`config.mk`:
```
export PLATFORM = sky130hd
export DESIGN_NAME = div_unit
export DESIGN_NICKNAME = d
export VERILOG_FILES = /design/src/rtl/div_unit.sv
export SDC_FILE = /design/constraint.sdc
export NUM_CORES = 1
export LEC_CHECK = 0
export ABC_AREA = 0
export ABC_CLOCK_PERIOD_IN_PS = 12450
export BUFFER_PORTS_ARGS = -buffer_cell sky130_fd_sc_hd__buf_2
export CORE_ASPECT_RATIO = 1.75
export CORE_MARGIN = 3
export CORE_UTILIZATION = 38
export DETAILED_ROUTE_END_ITERATION = 6
export HOLD_SLACK_MARGIN = 0.06
export SLEW_MARGIN = 20
export SYNTH_ARGS = -nofsm -noshare
export SYNTH_HDL_FRONTEND = slang
export SYNTH_SLANG_ARGS = --single-unit
```
`constraint.sdc`:
```
create_clock -name clk -period 12.45 [get_ports clk]
set_clock_uncertainty 0.2 [all_clocks]
set_input_delay 1.245 -clock clk [delete_from_list [all_inputs] [get_ports clk]]
set_output_delay 1.245 -clock clk [all_outputs]
set_load 0.05 [all_outputs]
```
`src/rtl/div_unit.sv`:
```
// Iterative 32-bit divider for the EX stage (DIV / DIVU).
// Radix-2 restoring algorithm, one quotient bit per cycle, with sign
// correction applied as the result is registered.
//
//  state | meaning
//  IDLE  | waiting for start_i; operands are captured on the start edge
//  BUSY  | 32 restoring iterations in progress; stall requested
//  DONE  | result valid; held while stall_i=1
module div_unit (
    input  logic        clk,
    input  logic        rst,
    input  logic        start_i,
    input  logic        signed_i,
    input  logic [31:0] dividend_i,
    input  logic [31:0] divisor_i,
    input  logic        cancel_i,
    input  logic        stall_i,
    output logic        streq_o,
    output logic        valid_o,
    output logic [31:0] quotient_o,
    output logic [31:0] remainder_o
);

    typedef enum logic [1:0] {IDLE, BUSY, DONE} state_t;

    state_t      state_q, state_d;
    logic [5:0]  cnt_q, cnt_d;
    logic [31:0] rem_q, rem_d;
    logic [31:0] quo_q, quo_d;
    logic [31:0] dvs_q, dvs_d;
    logic        negq_q, negq_d;
    logic        negr_q, negr_d;
    logic [31:0] quotient_d, remainder_d;

    logic [31:0] mag_a, mag_b;
    logic [32:0] shifted, trial;
    logic [31:0] rem_step, quo_step;

    // Operand magnitudes and one restoring step on the partial remainder.
    always_comb begin
        mag_a    = (signed_i && dividend_i[31]) ? (32'd0 - dividend_i) : dividend_i;
        mag_b    = (signed_i && divisor_i[31])  ? (32'd0 - divisor_i)  : divisor_i;
        shifted  = {rem_q, quo_q[31]};
        trial    = shifted - {1'b0, dvs_q};
        // trial[32] set means the shifted remainder was below the divisor.
        rem_step = trial[32] ? shifted[31:0] : trial[31:0];
        quo_step = {quo_q[30:0], ~trial[32]};
    end

    // Next-state, datapath updates and the combinational stall request.
    always_comb begin
        state_d     = state_q;
        cnt_d       = cnt_q;
        rem_d       = rem_q;
        quo_d       = quo_q;
        dvs_d       = dvs_q;
        negq_d      = negq_q;
        negr_d      = negr_q;
        quotient_d  = quotient_o;
        remainder_d = remainder_o;
        streq_o     = 1'b0;

        case (state_q)
            IDLE: begin
                streq_o = start_i;
                if (start_i) begin
                    negq_d = signed_i & (dividend_i[31] ^ divisor_i[31]);
                    negr_d = signed_i & dividend_i[31];
                    quo_d  = mag_a;
                    dvs_d  = mag_b;
                    rem_d  = 32'd0;
                    cnt_d  = 6'd0;
                    if (divisor_i == 32'd0) begin
                        // Divide-by-zero bypasses the iterations entirely.
                        quotient_d  = 32'hFFFF_FFFF;
                        remainder_d = dividend_i;
                        state_d     = DONE;
                    end else begin
                        state_d = BUSY;
                    end
                end
            end
            BUSY: begin
                streq_o = 1'b1;
                rem_d   = rem_step;
                quo_d   = quo_step;
                cnt_d   = cnt_q + 6'd1;
                if (cnt_q == 6'd31) begin
                    quotient_d  = negq_q ? (32'd0 - quo_step) : quo_step;
                    remainder_d = negr_q ? (32'd0 - rem_step) : rem_step;
                    state_d     = DONE;
                end
            end
            DONE: begin
                // start_i is deliberately ignored here: no back-to-back restart.
                if (!stall_i) state_d = IDLE;
            end
            default: state_d = IDLE;
        endcase

        // A flush beats everything, including a start in the same cycle.
        if (cancel_i) begin
            state_d     = IDLE;
            cnt_d       = 6'd0;
            streq_o     = 1'b0;
            quotient_d  = quotient_o;
            remainder_d = remainder_o;
        end
    end

    // State, iteration datapath and result registers.
    always_ff @(posedge clk or posedge rst) begin
        if (rst) begin
            state_q     <= IDLE;
            cnt_q       <= 6'd0;
            rem_q       <= 32'd0;
            quo_q       <= 32'd0;
            dvs_q       <= 32'd0;
            negq_q      <= 1'b0;
            negr_q      <= 1'b0;
            quotient_o  <= 32'd0;
            remainder_o <= 32'd0;
        end else begin
            state_q     <= state_d;
            cnt_q       <= cnt_d;
            rem_q       <= rem_d;
            quo_q       <= quo_d;
            dvs_q       <= dvs_d;
            negq_q      <= negq_d;
            negr_q      <= negr_d;
            quotient_o  <= quotient_d;
            remainder_o <= remainder_d;
        end
    end

    // Result is valid exactly while in DONE.
    always_comb valid_o = (state_q == DONE);

endmodule

```
==> results.cfg, run 1 <==
[run_status]
status = completed

[sta]
worstMarginPinSlew_ns = 0.968
post-route-period-util_pct = 55.1
rsz0062_at_grt = false
holdWs_ns = 0.280
fmax_mhz = 146
setup_viol = 0
slew_viol_final = 0
relSlewSlack_pct = 35.5
hold_viol = 0
setup_tns_ns = 0
post-route-min-period_ns = 6.86

[drt]
firstDrtPassIters = 5
via_count = 11700
drc = 0
wl_um = 39500
viasPerCell = 5.72
wl_per_cell_um = 19.3
drt_iter0_markers = 689
ant_nets = 0

[floorplan]
coreArea_mm2 = 0.0317
dieWidth_um = 142
dieHeight_um = 244
io_pins = 136
die_area_mm2 = 0.0348
start_util_pct = 38.9
placementRows = 86

[global_routing]
first_global_vias = 11400
grt_pass1_wl_um = 61300
grt.total_usage_pct = 22.4
antenna_found_initial = 0
grt.overflow.total = 0
grt_start_max_net_pins = 102

[setup_path]
cpMostUsedCell = a21oi_1
critPathMaxStageDelay_ns = 0.76
crit_path_start_kind = flip-flop
cp_cell_sequence = ha_1 -> o21ai_0 -> a211oi_1 -> nand3_1 -> a21oi_1 -> or3_1 -> and2_2 -> buf_4 -> clkinv_16 -> a21oi_1 -> ha_1 -> nand2_1 -> a211o_1 -> nor4_1 -> and4b_1 -> mux2i_1 -> a211oi_1 -> a31oi_1 -> nor3_1 -> a21oi_1
reg2regPathDepth = 20
cp_slowest_cell = and2_2
crit_type = reg2reg
worstSetupEndpointType = flip-flop
critPathMaxFanout = 34
crit_arrival_ns = 6.98
cp.required_ns = 12.57

[synthesis]
syn_area_mm2 = 0.0123
synth_edf_count = 0
seq_area_frac_synth_pct = 34.5
syn_avg_cell_area_um2 = 7.97
synth_fp_nets = 1657
async_reset_ff_share_pct = 100
synth_cells = 1549
ys_warn_count = 0
ys_types = 78
synth-seq-cells = 170
ys.flop_type = dfrtp_1

[clock_tree]
cts_tree = built
cts_setup_buffers = 0
cts_inserted_buffers = 17
clk_pin_slew_ns = 0.07
htree_num_levels = 4
cts.path.max_buffers = 2
cts-root-buf = clkbuf_16
cts_resized = 0
cts_sinks = 170
postCtsHoldBufs = 0
insertion_delay_ns = 0.46

[finish]
layout_common_cells = nand2_1 (188), nor2_1 (184), dfrtp_1 (170)
design_area_mm2 = 0.0140
final_util_pct = 44.0
fillCellCount = 3256
final_common_cell = nand2_1
fin_nets = 1748
antenna_cells = 0
layout-drive-gt1-share_pct = 13.3
synthToLayoutAreaGrowth_pct = 13.2

[place]
dpl-instance-area_mm2 = 0.0133
portBuffers = 135
routabilityCongestion = 0.967
dp_hpwl_um = 30300

[pwr]
power_density_mw_per_mm2 = 269
p_leak_nw = 6.03
peakVddDrop_mv = 0.113

[hold_path]
hold_depth = 2
hold_class = reg2reg

[flow_run]
cap_viol_max_count = 0
## sequential cells by signal, summed over array words and instances (netlist names)
register	cells
dvs_q	32
negr_q	1
cnt_q	6
quo_q	32
negq_q	1
rem_q	32
quotient_o	32
remainder_o	32
state_q	2
## worst max-delay path, delay by kind of cell, from the launching register on
kind                       cells  cell delay, ns
and+or+nand+nor                7            2.38
AOI/OAI and AO/OA              8            2.25
buffers and inverters          2            0.70
adders and majority gates      2            0.62
DFF                            1            0.45
muxes                          1            0.11
## cells by family after synthesis
group | Yosys count | share of synthesized area (%)
buf+inv | 140 | 4.88
compound gates | 486 | 23.8
mux | 46 | 3.88
simple gates | 548 | 20.5
fa+ha+maj | 38 | 3.91
xor+xnor | 121 | 8.59
flops | 170 | 34.5
## stage by stage
stage	std cells	worst slack, ns	total power [mW]
after floorplan	1549	6.40	2.59
after global placement	2017	5.81	3.13
after detailed placement	2017	5.77	3.16
after CTS	2049	5.76	3.77
after global routing	2049	5.12	4.02
final	2049	5.59	3.76
## final cells by class
class,instances,area (um2),area share (%)
Sequential cell,170,4250,30.4
Clock inverter,11,191,1.37
Inverter,60,256,1.84
Tap cell,396,495,3.55
Timing Repair Buffer,152,803,5.75
Clock buffer,21,470,3.37
Multi-Input combinational cell,1239,7500,53.7
## power breakdown
group | switching (mW) | internal [mW] | leakage, nW
clock network | 0.233 | 0.371 | 0.315
logic | 1.51 | 0.720 | 3.68
registers | 0.185 | 0.744 | 2.03
## path summary, 6_finish.rpt
kind | endpoint | slack (ns) | startpoint
worst max-delay path | remainder_o[28] | 5.59 | rem_q[5]
worst min register to register | remainder_o[3] | 0.28 | remainder_o[3]
max in group asynchronous | dvs_q[31] | 9.72 | rst
worst max register to register | remainder_o[28] | 5.59 | rem_q[5]
min in group asynchronous | quo_q[4] | 0.79 | rst
worst min-delay path | remainder_o[3] | 0.28 | remainder_o[3]
## synthesized netlist by cell type, types with 15 or more instances
| cell type | n | area share, % |
|---|---|---|
| buf_2 | 16 | 0.65 |
| a21oi_1 | 164 | 6.7 |
| inv_1 | 59 | 1.8 |
| a31oi_1 | 35 | 1.8 |
| nand2_1 | 188 | 5.7 |
| nor4_1 | 25 | 1.3 |
| clkbuf_1 | 54 | 1.6 |
| or3_1 | 23 | 1.2 |
| nand4_1 | 15 | 0.76 |
| mux2i_1 | 37 | 3.0 |
| o31ai_1 | 27 | 1.6 |
| dfrtp_1 | 170 | 34 |
| o21ai_0 | 143 | 5.8 |
| nand3_1 | 18 | 0.73 |
| nor2_1 | 184 | 5.6 |
| xor2_1 | 75 | 5.3 |
| ha_1 | 37 | 3.8 |
| xnor2_1 | 46 | 3.3 |
| nor3_1 | 24 | 0.97 |
| a211oi_1 | 17 | 1.0 |
## layer usage
metal,global-route usage [%],wire length (um),vias up
li1,-,-,5742
met3,2.84,1400,97
met2,41.5,20800,342
met1,23.7,15100,5533
met5,0,0,-
met4,12.9,2220,0
Note: power is estimated with default switching activity, not from simulation.
==> inputs of run 2 (changes only) <==
Settings changed: ABC_CLOCK_PERIOD_IN_PS 12450 to 6550.
Clock period 12.45 ns to 6.55 ns, I/O delays scaled along.
==> run 2 against run 1 <==
Against the previous run: non-clock buffer count is 9 higher; cell count grew 0.54%; die area is the same; wire length is 2.2% lower; sequential cell count did not move; clock-buffer cell count down 3; highest routed layer unchanged; critical path depth fell by 2; final area about the same.
==> results.cfg, run 2 (synthesis results as in run 1) <==
[run_status]
status = completed

[finish]
layout-drive-gt1-share_pct = 13.7
final_common_cell = nand2_1
fillCellCount = 3209
fin_nets = 1757
synthToLayoutAreaGrowth_pct = 13.2
design_area_mm2 = 0.0140
instances_no_fill = 2060
final_util_pct = 44.0
layout_common_cells = nand2_1 (188), nor2_1 (184), dfrtp_1 (170)

[drt]
via_count = 11700
wl_um = 38600
drc = 0
wl_per_cell_um = 18.7
drt_iter0_markers = 680
firstDrtPassIters = 5
ant_nets = 0
viasPerCell = 5.67

[setup_path]
cp_cell_sequence = ha_1 -> nand4_1 -> nor4_1 -> nand3_1 -> a21oi_1 -> or3_1 -> and2_2 -> mux2i_1 -> ha_1 -> nand2_1 -> a211o_1 -> nor4_1 -> and4b_1 -> mux2i_1 -> a211oi_1 -> a31oi_1 -> nor3_1 -> a21oi_1
cp_slowest_cell = and2_2
worstSetupEndpointType = flip-flop
critPathMaxStageDelay_ns = 0.52
crit_arrival_ns = 6.00
reg2regPathDepth = 18
cp.required_ns = 6.66
critPathMaxFanout = 10
crit_type = reg2reg
crit_path_start_kind = flip-flop

[pwr]
power_switching_mw = 3.69
peakVddDrop_mv = 0.201
power_density_mw_per_mm2 = 506
power.share.sequential_pct = 25.0
p_total_mw = 7.06
pwr-share-clk_pct = 14.4
pwr-share-comb_pct = 60.6
p_int_mw = 3.38
p_leak_nw = 6.04
netSwitchingFraction_pct = 52.2

[global_routing]
grt_start_max_net_pins = 94
grt.overflow.total = 0
grt_pass1_wl_um = 61100
grt.total_usage_pct = 22.2
first_global_vias = 11400
antenna_found_initial = 2

[floorplan]
start_util_pct = 38.9
dieWidth_um = 142
coreArea_mm2 = 0.0317
die_area_mm2 = 0.0348
io_pins = 136
dieHeight_um = 244
placementRows = 86

[place]
dpl-instance-area_mm2 = 0.0134
portBuffers = 135
dp_cells = 2025
routabilityCongestion = 0.900
dp_slack_ns = 0.734
dp_hpwl_um = 30200

[flow_run]
cap_viol_max_count = 0

[clock_tree]
clk_pin_slew_ns = 0.07
cts_tree = built
cts_inserted_buffers = 17
cts.path.max_buffers = 2
insertion_delay_ns = 0.45
cts_sinks = 170
cts_resized = 0
htree_num_levels = 4
cts-root-buf = clkbuf_16

[hold_path]
hold_class = in2reg
hold_depth = 3

[sta]
slew_viol_final = 0
setup_tns_ns = 0
post-route-min-period_ns = 5.89
post-route-period-util_pct = 89.9
rsz0062_at_grt = false
hold_viol = 0
setup_viol = 0
holdWs_ns = 0.283
worst_slack_ns = 0.660
relSlewSlack_pct = 27.9
fmax_mhz = 170
worstMarginPinSlew_ns = 1.08
run 2: cell count changes in the layout (fill, tap and decap cells not counted), sizes merged:
cell | previous run | this run
inv | 59 | 61
clkinvlp | 3 | 1
clkbuf | 21 | 18
bufinv | 5 | 2
dlygate4sd3 | 0 | 1
clkinv | 4 | 10
diode | 0 | 2
buf | 152 | 160
run 2: routing by layer:
| layer | wire [um] | track usage, % | up-vias |
|---|---|---|---|
| met3 | 1410 | 3.17 | 99 |
| met5 | 0 | 0 | - |
| met4 | 2210 | 12.8 | 0 |
| li1 | - | - | 5756 |
| met2 | 20500 | 40.9 | 321 |
| met1 | 14500 | 23.5 | 5498 |
run 2: repair_timing:
action | CTS | global route
buffers inserted | 0 | 0
hold buffers | 1 | 0
endpoints found under the hold margin | 46 | 0
run 2: area by class of cell:
| class | count | area, um2 | area share [%] |
|---|---|---|---|
| Multi-Input combinational cell | 1239 | 7500 | 53.7 |
| Antenna cell | 2 | 5.00 | 0.0358 |
| Tap cell | 396 | 495 | 3.55 |
| Timing Repair Buffer | 161 | 873 | 6.25 |
| Clock inverter | 14 | 149 | 1.07 |
| Clock buffer | 18 | 429 | 3.07 |
| Sequential cell | 170 | 4250 | 30.5 |
| Inverter | 60 | 256 | 1.84 |
run 2: power by group through the flow:
stage	combinational [mW]	clock (mW)	sequential (mW)
2_1_floorplan	2.56	0	2.36
3_3_place_gp	4.22	0	1.76
3_5_place_dp	4.25	0	1.78
4_1_cts	4.27	1.04	1.76
5_1_grt	4.65	1.08	1.81
6_report	4.28	1.02	1.76
run 2: path summary, 6_finish.rpt:
| path | startpoint | endpoint | slack [ns] |
|---|---|---|---|
| setup / recovery | rem_q[14] | remainder_o[28] | 0.66 |
| hold / removal | stall_i | state_q[1] | 0.28 |
| setup reg to reg | rem_q[14] | remainder_o[28] | 0.66 |
| hold reg to reg | remainder_o[2] | remainder_o[2] | 0.28 |
| max in group asynchronous | rst | quotient_o[24] | 4.38 |
| min in group asynchronous | rst | quotient_o[8] | 0.57 |
run 2: critical path, delay by kind of cell, from the launching register on:
family / cells / cell delay (ns)
adders and majority gates: 2 / 0.71
AOI/OAI and AO/OA: 5 / 1.24
muxes: 2 / 0.45
DFF: 1 / 0.48
and+or+nand+nor: 9 / 2.64
==> inputs of run 3 (changes only) <==
Settings changed: ABC_CLOCK_PERIOD_IN_PS 6550 to 5300, RECOVER_POWER from default to 50, REMOVE_ABC_BUFFERS from default to 1.
Clock period 6.55 ns to 5.3 ns, I/O delays scaled along.
==> run 3 against run 2 <==
Against the previous run: the flow now finishes with violations (capacitance limit, slew limit); wire length rose by 1.4%; die area is the same; sequential power increased by 24%; largest power group unchanged.
==> results.cfg, run 3 (synthesis results as in run 1) <==
[run_status]
status = finished, violations left
violations = capacitance limit, slew limit

[global_routing]
antenna_found_initial = 2
use_met2_pct = 41.7
grt_start_max_net_pins = 94
grt.overflow.total = 0
use_met3_pct = 3.05
top_usage_layer = met2
grt.total_usage_pct = 22.3
met1_usage_pct = 23.3
first_global_vias = 11600
grt_pass1_wl_um = 61500

[clock_tree]
cts_setup_buffers = 0
cts.path.max_buffers = 2
cts-root-buf = clkbuf_16
cts_inserted_buffers = 17
clk_pin_slew_ns = 0.07
cts_resized = 1
htree_num_levels = 4
insertion_delay_ns = 0.46
cts_tree = built
cts_sinks = 170
postCtsHoldBufs = 0

[place]
dp_slack_ns = 0.0177
portBuffers = 135
dp_hpwl_um = 30300
routabilityCongestion = 0.896
dp_cells = 2045

[sta]
worst_slack_ns = 0.239
hold_viol = 0
setup_tns_ns = 0
worstMarginPinSlew_ns = 3.66
setup_viol = 0
relSlewSlack_pct = -144
slew_viol_final = 94
post-route-period-util_pct = 95.5
post-route-min-period_ns = 5.06
rsz0062_at_grt = false
fmax_mhz = 198

[setup_path]
worstSetupEndpointType = flip-flop
crit_path_start_kind = flip-flop
cp.required_ns = 5.44
r2r_slack_ns = 0.24
reg2regPathDepth = 21
crit_arrival_ns = 5.20
cp_cell_sequence = inv_1 -> ha_1 -> inv_1 -> fa_1 -> a211oi_2 -> o211ai_1 -> nand3_1 -> a21oi_1 -> or3_1 -> and2_4 -> mux2i_2 -> ha_2 -> nand2_1 -> a211o_1 -> nor4_2 -> and4b_1 -> and4b_1 -> o21ai_0 -> o31a_1 -> a21o_1 -> a22o_1
critPathMaxStageDelay_ns = 0.43
r2r_start = quo_q[31]
r2r-end = remainder_o[24]
critPathMaxFanout = 5
cp_slowest_cell = fa_1
crit_type = reg2reg

[pwr]
netSwitchingFraction_pct = 51.1
power.share.sequential_pct = 24.2
pwr-share-comb_pct = 60.7
peakVddDrop_mv = 0.290
power_switching_mw = 4.60
p_int_mw = 4.40
power_density_mw_per_mm2 = 635
pwr-share-clk_pct = 15.1
p_total_mw = 8.99
p_leak_nw = 6.10

[hold_path]
hold_class = in2reg
hold_depth = 3
min_to = state_q[1]
hp-start = stall_i

[drt]
viasPerCell = 5.64
firstDrtPassIters = 6
drt_iter0_markers = 585
wl_per_cell_um = 18.8
via_count = 11700
ant_nets = 0
wl_um = 39200
drc = 0

[floorplan]
placementRows = 86
die_area_mm2 = 0.0348
io_pins = 136
coreArea_mm2 = 0.0317
dieHeight_um = 244
dieWidth_um = 142
start_util_pct = 38.9

[finish]
final_common_cell = nand2_1
layout_common_cells = nand2_1 (188), nor2_1 (183), dfrtp_1 (170)
regArea_mm2 = 0.00425
fin_nets = 1776
fillCellCount = 3205
multi_input_area_mm2 = 0.00756
instances_no_fill = 2078
layout-drive-gt1-share_pct = 13.4
synthToLayoutAreaGrowth_pct = 14.8

[flow_run]
cap_viol_max_count = 1
[run 3: area by class of cell]
| type | instances | share of cell area, % |
|---|---|---|
| clock buffers | 20 | 3.22 |
| flip-flops and latches | 170 | 30.0 |
| repair buffers | 180 | 6.90 |
| clock inverters | 11 | 1.18 |
| inverters | 60 | 1.78 |
| multi-input cells | 1239 | 53.4 |
| diodes | 2 | 0.0353 |
| well taps | 396 | 3.50 |
[run 3: how the worst max path moves through the flow]
stage / startpoint / end / slack (ns) / cells past startpoint
3_3_place_gp: quo_q[31] / remainder_o[24] / 0.11 / 23
5_1_grt: quo_q[31] / remainder_o[24] / 0.04 / 23
4_1_cts: quo_q[31] / remainder_o[24] / 0.005 / 23
3_5_place_dp: quo_q[31] / remainder_o[24] / 0.02 / 23
2_1_floorplan: quo_q[31] / remainder_o[24] / -1.19 / 22
6_report: quo_q[31] / remainder_o[24] / 0.24 / 21
[run 3: worst max-delay path, delay by kind of cell, from the launching register on]
| kind | cells | cell delay, ns |
|---|---|---|
| AND/OR/NAND/NOR | 7 | 1.49 |
| flip-flops | 1 | 0.38 |
| buffers and inverters | 2 | 0.11 |
| AO/OA/AOI/OAI | 8 | 1.70 |
| multiplexers | 1 | 0.23 |
| adder cells (fa/ha/maj) | 3 | 0.81 |
[run 3: layer usage]
metal / part of all wire (%) / routed length [um]
met5: 0 / 0
met4: 5.3 / 2070
met3: 3.7 / 1440
met2: 54 / 21100
met1: 37 / 14500
[run 3: per-stage QoR]
stage	cell area [um2]	utilization (%)	hold slack [ns]
finish	14200	44.6	0.120
global route	14200	44.6	0.155
CTS	14200	44.6	0.0840
detailed placement	13500	42.6	0.266
global placement	13500	42.6	0.258
floorplan	12000	-	0.272
[run 3: power by group through the flow]
| stage | combinational [mW] | clock, mW | sequential, mW |
|---|---|---|---|
| 3_5_place_dp | 5.40 | 0 | 2.20 |
| 3_3_place_gp | 5.35 | 0 | 2.18 |
| 2_1_floorplan | 3.09 | 0 | 2.93 |
| 5_1_grt | 5.93 | 1.42 | 2.23 |
| 4_1_cts | 5.43 | 1.38 | 2.17 |
| 6_report | 5.46 | 1.36 | 2.18 |
